$ cat config.mk
export PLATFORM = sky130hd
export DESIGN_NAME = hgc_crtc_programmer
export DESIGN_NICKNAME = d
export VERILOG_FILES = /design/src/rtl/hgc_crtc_programmer.sv
export SDC_FILE = /design/constraint.sdc
export NUM_CORES = 1
export LEC_CHECK = 0
export BUFFER_PORTS_ARGS = -buffer_cell sky130_fd_sc_hd__buf_4
export CORE_ASPECT_RATIO = 1.75
export CORE_MARGIN = 1
export CORE_UTILIZATION = 40
export CTS_CLUSTER_DIAMETER = 50
export DETAILED_ROUTE_END_ITERATION = 8
export SKIP_CTS_REPAIR_TIMING = 1
export SLEW_MARGIN = 5
export SYNTH_ARGS = -nofsm -noshare
export SYNTH_HDL_FRONTEND = slang
export SYNTH_SLANG_ARGS = --single-unit
$ cat constraint.sdc
create_clock -name clk -period 4.05 [get_ports clk]
set_input_delay 0.405 -clock clk [delete_from_list [all_inputs] [get_ports clk]]
set_output_delay 0.405 -clock clk [all_outputs]
set_load 0.02 [all_outputs]
$ cat src/rtl/hgc_crtc_programmer.sv
`default_nettype none
// ============================================================================
// Module   : hgc_crtc_programmer
// Purpose  : ISA I/O bus initiator that performs a full Hercules mode-set:
//            unlock config, blank video, load the 12 MC6845 registers via the
//            index/data ports, wait for vertical sync, then enable video.
// Revision : 1.0 - initial release
// ============================================================================
module hgc_crtc_programmer #(
    parameter logic [15:0] IO_BASE_ADDR = 16'h3b0,
    parameter int          SETUP_CYC    = 1,
    parameter int          STROBE_CYC   = 4,
    parameter int          HOLD_CYC     = 1,
    parameter logic [15:0] POLL_LIMIT   = 16'd65535
) (
    input  logic        clk,
    input  logic        reset,
    input  logic        start,
    input  logic        mode_graphics,
    input  logic        page_sel,
    output logic        busy,
    output logic        done,
    output logic        timeout_err,
    output logic [14:0] bus_a,
    output logic [7:0]  bus_d_out,
    input  logic [7:0]  bus_d_in,
    output logic        bus_iow_l,
    output logic        bus_ior_l,
    output logic        bus_aen
);

    typedef enum logic [2:0] {
        S_IDLE   = 3'd0,
        S_SETUP  = 3'd1,
        S_STROBE = 3'd2,
        S_HOLD   = 3'd3,
        S_DONE   = 3'd4
    } state_t;

    // Step numbering: 0 unlock, 1 blank, 2..25 index/data pairs, 26 poll, 27 enable.
    localparam logic [4:0]  c_step_poll   = 5'd26;
    localparam logic [4:0]  c_step_last   = 5'd27;
    localparam logic [15:0] c_setup_last  = 16'(SETUP_CYC - 1);
    localparam logic [15:0] c_strobe_last = 16'(STROBE_CYC - 1);
    localparam logic [15:0] c_hold_last   = 16'(HOLD_CYC - 1);
    // A zero limit would never expire; treat it as a single read.
    localparam logic [15:0] c_poll_limit  = (POLL_LIMIT == 16'd0) ? 16'd1 : POLL_LIMIT;

    state_t      r_state, w_state;
    logic [15:0] r_cnt, w_cnt;
    logic [4:0]  r_step, w_step, w_nstep;
    logic        r_mode, w_mode;
    logic        r_page, w_page;
    logic        r_busy, w_busy;
    logic        r_done, w_done;
    logic        r_timeout, w_timeout;
    logic [15:0] r_poll_cnt, w_poll_cnt;
    logic        r_vsync_n, w_vsync_n;
    logic [14:0] r_a, w_a;
    logic [7:0]  r_d, w_d;
    logic        r_iow_l, w_iow_l;
    logic        r_ior_l, w_ior_l;
    logic        r_aen, w_aen;

    logic        w_is_read;
    logic [15:0] w_poll_inc;
    logic        w_unused;

    // Only the vsync flag (bit 7) of the status port matters here.
    assign w_unused   = &{1'b0, bus_d_in[6:0]};
    assign w_is_read  = (r_step == c_step_poll);
    assign w_poll_inc = r_poll_cnt + 16'd1;

    // Port offset within the HGC window for each step.
    function automatic logic [3:0] f_offset(input logic [4:0] step);
        if (step == 5'd0)
            f_offset = 4'hF;
        else if (step == 5'd1 || step == c_step_last)
            f_offset = 4'h8;
        else if (step == c_step_poll)
            f_offset = 4'hA;
        else if (step[0] == 1'b0)
            f_offset = 4'h4;        // even steps 2..24 select the CRTC index
        else
            f_offset = 4'h5;        // odd steps 3..25 write the CRTC data
    endfunction

    // Bits [14:0] of base + offset; bit 15 of the sum is never used.
    function automatic logic [14:0] f_addr(input logic [4:0] step);
        f_addr = IO_BASE_ADDR[14:0] + {11'd0, f_offset(step)};
    endfunction

    // MC6845 register tables for the two video modes.
    function automatic logic [7:0] f_crtc(input logic [3:0] idx, input logic gfx);
        logic [7:0] t, g;
        case (idx)
            4'd0:    begin t = 8'h61; g = 8'h35; end
            4'd1:    begin t = 8'h50; g = 8'h2D; end
            4'd2:    begin t = 8'h52; g = 8'h2E; end
            4'd3:    begin t = 8'h0F; g = 8'h07; end
            4'd4:    begin t = 8'h19; g = 8'h5B; end
            4'd5:    begin t = 8'h06; g = 8'h02; end
            4'd6:    begin t = 8'h19; g = 8'h57; end
            4'd7:    begin t = 8'h19; g = 8'h57; end
            4'd8:    begin t = 8'h02; g = 8'h02; end
            4'd9:    begin t = 8'h0D; g = 8'h03; end
            4'd10:   begin t = 8'h0B; g = 8'h00; end
            4'd11:   begin t = 8'h0C; g = 8'h00; end
            default: begin t = 8'h00; g = 8'h00; end
        endcase
        f_crtc = gfx ? g : t;
    endfunction

    // Write data for each step (the poll read drives zero).
    function automatic logic [7:0] f_data(input logic [4:0] step, input logic gfx,
                                          input logic page);
        logic [3:0] idx;
        idx = 4'((step - 5'd2) >> 1);
        if (step == 5'd0)
            f_data = 8'h03;
        else if (step == 5'd1)
            f_data = gfx ? 8'h02 : 8'h20;
        else if (step == c_step_last)
            f_data = gfx ? (page ? 8'h8A : 8'h0A) : 8'h28;
        else if (step == c_step_poll)
            f_data = 8'h00;
        else if (step[0] == 1'b0)
            f_data = {4'h0, idx};
        else
            f_data = f_crtc(idx, gfx);
    endfunction

    // Next-state and next-output logic; bus outputs are registered so the
    // strobes come straight from flops and cannot glitch.
    always_comb begin
        w_state    = r_state;
        w_cnt      = r_cnt;
        w_step     = r_step;
        w_nstep    = r_step;
        w_mode     = r_mode;
        w_page     = r_page;
        w_busy     = r_busy;
        w_done     = r_done;
        w_timeout  = r_timeout;
        w_poll_cnt = r_poll_cnt;
        w_vsync_n  = r_vsync_n;
        w_a        = r_a;
        w_d        = r_d;
        w_iow_l    = 1'b1;
        w_ior_l    = 1'b1;
        w_aen      = r_aen;

        case (r_state)
            S_IDLE: begin
                if (start) begin
                    w_mode     = mode_graphics;
                    w_page     = page_sel;
                    w_done     = 1'b0;
                    w_timeout  = 1'b0;
                    w_busy     = 1'b1;
                    w_step     = 5'd0;
                    w_poll_cnt = 16'd0;
                    w_cnt      = 16'd0;
                    w_state    = S_SETUP;
                    w_aen      = 1'b0;
                    w_a        = f_addr(5'd0);
                    w_d        = f_data(5'd0, mode_graphics, page_sel);
                end
            end

            S_SETUP: begin
                if (r_cnt == c_setup_last) begin
                    w_cnt   = 16'd0;
                    w_state = S_STROBE;
                    w_iow_l = w_is_read;
                    w_ior_l = !w_is_read;
                end else begin
                    w_cnt = r_cnt + 16'd1;
                end
            end

            S_STROBE: begin
                if (r_cnt == c_strobe_last) begin
                    w_cnt   = 16'd0;
                    w_state = S_HOLD;
                    if (w_is_read)
                        w_vsync_n = bus_d_in[7];
                end else begin
                    w_cnt   = r_cnt + 16'd1;
                    w_iow_l = r_iow_l;
                    w_ior_l = r_ior_l;
                end
            end

            S_HOLD: begin
                if (r_cnt == c_hold_last) begin
                    w_cnt = 16'd0;
                    if (r_step == c_step_last) begin
                        w_state = S_DONE;
                        w_busy  = 1'b0;
                        w_done  = 1'b1;
                        w_aen   = 1'b1;
                    end else begin
                        if (w_is_read) begin
                            if (!r_vsync_n) begin
                                w_nstep = c_step_last;
                            end else begin
                                w_poll_cnt = w_poll_inc;
                                if (w_poll_inc >= c_poll_limit) begin
                                    w_timeout = 1'b1;
                                    w_nstep   = c_step_last;
                                end else begin
                                    w_nstep = c_step_poll;
                                end
                            end
                        end else begin
                            w_nstep = r_step + 5'd1;
                        end
                        w_step  = w_nstep;
                        w_state = S_SETUP;
                        w_a     = f_addr(w_nstep);
                        w_d     = f_data(w_nstep, r_mode, r_page);
                    end
                end else begin
                    w_cnt = r_cnt + 16'd1;
                end
            end

            S_DONE: begin
                w_state = S_IDLE;
            end

            default: begin
                w_state = S_IDLE;
            end
        endcase
    end

    // State and output registers; reset returns the bus to idle immediately.
    always_ff @(posedge clk or posedge reset) begin
        if (reset) begin
            r_state    <= S_IDLE;
            r_cnt      <= 16'd0;
            r_step     <= 5'd0;
            r_mode     <= 1'b0;
            r_page     <= 1'b0;
            r_busy     <= 1'b0;
            r_done     <= 1'b0;
            r_timeout  <= 1'b0;
            r_poll_cnt <= 16'd0;
            r_vsync_n  <= 1'b1;
            r_a        <= 15'd0;
            r_d        <= 8'd0;
            r_iow_l    <= 1'b1;
            r_ior_l    <= 1'b1;
            r_aen      <= 1'b1;
        end else begin
            r_state    <= w_state;
            r_cnt      <= w_cnt;
            r_step     <= w_step;
            r_mode     <= w_mode;
            r_page     <= w_page;
            r_busy     <= w_busy;
            r_done     <= w_done;
            r_timeout  <= w_timeout;
            r_poll_cnt <= w_poll_cnt;
            r_vsync_n  <= w_vsync_n;
            r_a        <= w_a;
            r_d        <= w_d;
            r_iow_l    <= w_iow_l;
            r_ior_l    <= w_ior_l;
            r_aen      <= w_aen;
        end
    end

    assign busy        = r_busy;
    assign done        = r_done;
    assign timeout_err = r_timeout;
    assign bus_a       = r_a;
    assign bus_d_out   = r_d;
    assign bus_iow_l   = r_iow_l;
    assign bus_ior_l   = r_ior_l;
    assign bus_aen     = r_aen;

endmodule
`default_nettype wire

==> results.json <==
{
  "status": "finished, final reports clean",
  "postLayoutCellArea_um2": 4560,
  "antenna_cells": 0,
  "core_area_um2": 9590,
  "post_drt_wl_per_cell_um": 15.7,
  "cellLeakagePower_uw": 0.00196,
  "worstPathCellList": "ha_1 -> nor2b_1 -> a21o_1 -> inv_1 -> ha_1 -> xor2_1 -> xnor2_1 -> buf_4 -> o31a_1 -> nand3_1 -> a32oi_1 -> a21bo_2",
  "synth_seq_cells": 62,
  "clk_pin_slew_ps": 60,
  "cpMostUsedCell": "sky130_fd_sc_hd__ha_1",
  "worst_pin_slew_ps": 882,
  "arrival_ps": 3480,
  "clock_path_buffers": 2,
  "die-width_um": 77.6,
  "drt_first_iter_violations": 187,
  "synthCells": 454,
  "worstSetupStartpointType": "flop",
  "worst-path-stages": 12,
  "place_hpwl_um": 6730,
  "overflow": 0,
  "cts.htree.levels": 3,
  "postPlaceCellArea_um2": 4220,
  "post_route_cells_drive_above_1_share": 0.159,
  "reg2reg_to": "bus_d_out[3]",
  "clk_root_buffer_cell": "sky130_fd_sc_hd__clkbuf_16",
  "ys_seq_area_frac": 0.389,
  "final_hold_violating_endpoints": 0,
  "report.final.slew_viol_count": 0,
  "fp.dieH_um": 134,
  "num_io_pins": 42,
  "netlist_area_um2": 4000,
  "io_buffer_count": 28,
  "post-route-drc-count": 0,
  "crit_start": "r_step[0]",
  "crit_path_max_fanout": 9,
  "synthesis.area_per_instance_um2": 8.81,
  "ys_dominant_reg_cell": "sky130_fd_sc_hd__dfrtp_1",
  "gr-usage-all-layers": 0.199,
  "worst_slack_ps": 797,
  "cp_slowest_stage_delay_ps": 470,
  "ff2ff_setup_slack_ps": 800,
  "grt_setup_unrepaired": "false",
  "ys_types": 72,
  "synth-async-reset-ratio": 1.00,
  "finalSetupViolCount": 0,
  "endpoint_kind": "flop",
  "setup-tns-final_ps": 0,
  "timing.reg2reg.worst_path_depth": 12,
  "grt_start_max_net_pins": 42,
  "critical_path.top_delay_family": "compound AO/OA/AOI/OAI gates",
  "fp.dieArea_um2": 10400,
  "antenna_found_initial": 0,
  "drt.antenna.violating_nets": 0,
  "setup.worst_path.end": "bus_d_out[3]",
  "clock_skew_after_layout_ps": 5.79,
  "tritoncts_clock_tree": "built",
  "ys.warnings.count": 0,
  "via_count_of_the_first_global_routing_pass": 3264,
  "cts.sinks": 62,
  "drt_first_pass_iters": 4,
  "synth-edff-count": 0,
  "finalNetCount": 497,
  "dpl_worst_slack_ps": 845,
  "drv_cap": 0,
  "fillers": 921,
  "final.min_clock_period_ps": 3250,
  "route.final.wire_length_um": 9430,
  "finalWeightedCongestion": 0.888,
  "worst_hold_path_type": "input port to asynchronous set/reset pin",
  "clk-insertion-delay-late_ps": 330,
  "path_class": "flop to flop",
  "start_util": 0.417,
  "fmax_ghz": 0.307,
  "dr_total_vias": 3290,
  "maxSlewHeadroom": 0.411,
  "syn2layout_area_growth_pct": 14.1,
  "power.ir.vdd_worst_mv": 0.185,
  "timing.critical_path.required_ps": 4270,
  "worst-path-buf-inv": 2,
  "avgViaCountPerCell": 5.49,
  "p_per_area_nw_per_um2": 331,
  "fin_crit_sh": 0.803,
  "cts_made_buffers": 9,
  "crit-reg2reg-launch": "r_step[0]",
  "max_stage_delay_cell_worst_path": "sky130_fd_sc_hd__dfrtp_1",
  "grt_first_pass_wirelength_um": 16100,
  "std_cell_rows": 47,
  "finalHoldWorstSlack_ps": 269
}
[registers in the layout (all words and copies together), names as in the netlist]
register     flops
timeout_err      1
bus_iow_l        1
r_page           1
bus_aen          1
r_step           5
r_vsync_n        1
bus_a            5
r_poll_cnt      16
bus_d_out        8
busy             1
r_mode           1
r_state          3
bus_ior_l        1
r_cnt           16
done             1
[synth_stat cells, drive strengths merged (3+ instances only)]
cell | number | area [µm²]
nand2b | 10 | 62.6
clkbuf | 10 | 38.8
nand4 | 12 | 75.1
and2 | 4 | 25.0
o22ai | 3 | 18.8
a21oi | 21 | 120
inv | 14 | 52.6
a31oi | 6 | 43.8
a21o | 3 | 22.5
o21ai | 41 | 213
nor2b | 6 | 40.0
dfrtp | 58 | 1450
xnor2 | 8 | 88.8
ha | 12 | 150
dfstp | 4 | 105
nor2 | 51 | 191
nand3 | 22 | 133
buf | 20 | 146
nand2 | 48 | 188
xor2 | 18 | 158
nor4 | 8 | 62.6
o31ai | 7 | 57.6
nor3 | 11 | 66.3
and4 | 4 | 35.0
and3 | 12 | 76.3
a211oi | 3 | 22.5
[power by group]
group          internal, µW  switching [µW]
Combinational          3.99            18.6
Clock                   588             280
Sequential              620               0
[layout make-up]
cell class                 count  area (µm²)  share of cell area
multi-input combinational    353        2220               0.487
sequential                    62        1560               0.341
clock buffer                  13         270              0.0593
timing repair buffer          32         240              0.0527
tap                          122         153              0.0335
clock inverter                 3        65.1              0.0143
inverter                      14        52.6              0.0115
[per-stage QoR]
step | total power [µW] | utilization | instances
floorplan | 650 | - | 459
detailed placement | 655 | 0.441 | 583
finish | 1510 | 0.476 | 599
global route | 1550 | 0.476 | 599
global placement | 655 | 0.441 | 583
CTS | 1530 | 0.476 | 599
[cell families (layout without fill, tap and decap cells)]
| family | count (synthesis) | count (layout) | synth area share |
|---|---|---|---|
| simple gates | 196 | 196 | 0.260 |
| compound gates | 109 | 109 | 0.180 |
| flops | 62 | 62 | 0.389 |
| buf+inv | 44 | 62 | 0.0595 |
| xor+xnor | 26 | 26 | 0.0617 |
| fa+ha+maj | 12 | 12 | 0.0376 |
| mux | 4 | 4 | 0.0106 |
| other cells | 1 | 6 | 0.000938 |
[worst register-to-register path: cells and delay by family (launching register included)]
kind,cells,cell delay [ps]
AO/OA/AOI/OAI,4,860
XOR/XNOR,2,480
adder cells (fa/ha/maj),2,660
buffers and inverters,2,420
flip-flops,1,470
AND/OR/NAND/NOR,2,260
[metal layers]
layer	wire length, µm	track usage	part of all wire
met3	240	0.0388	0.025
met2	5000	0.356	0.53
met5	0	0	0
met1	3910	0.218	0.41
met4	281	0.107	0.030
[cell usage in the layout, fill, tap and decap left out, drive strengths merged, types with 13 or more instances in the layout]
cell	netlist	routed
clkbuf	10	13
a21oi	21	21
xor2	18	18
buf	20	32
nand3	22	22
inv	14	14
nor2	51	51
o21ai	41	41
nand2	48	48
dfrtp	58	58
[how the worst min path moves through the flow]
stage,from,end,slack [ps],cells after the start
after global placement,bus_aen,bus_aen,450,2
final,reset,r_cnt[11],270,2
after global routing,page_sel,r_page,300,2
after floorplan,r_poll_cnt[5],r_poll_cnt[5],480,1
after CTS,mode_graphics,r_mode,270,3
after detailed placement,bus_aen,bus_aen,450,2
Note: power is estimated with default switching activity, not from simulation.
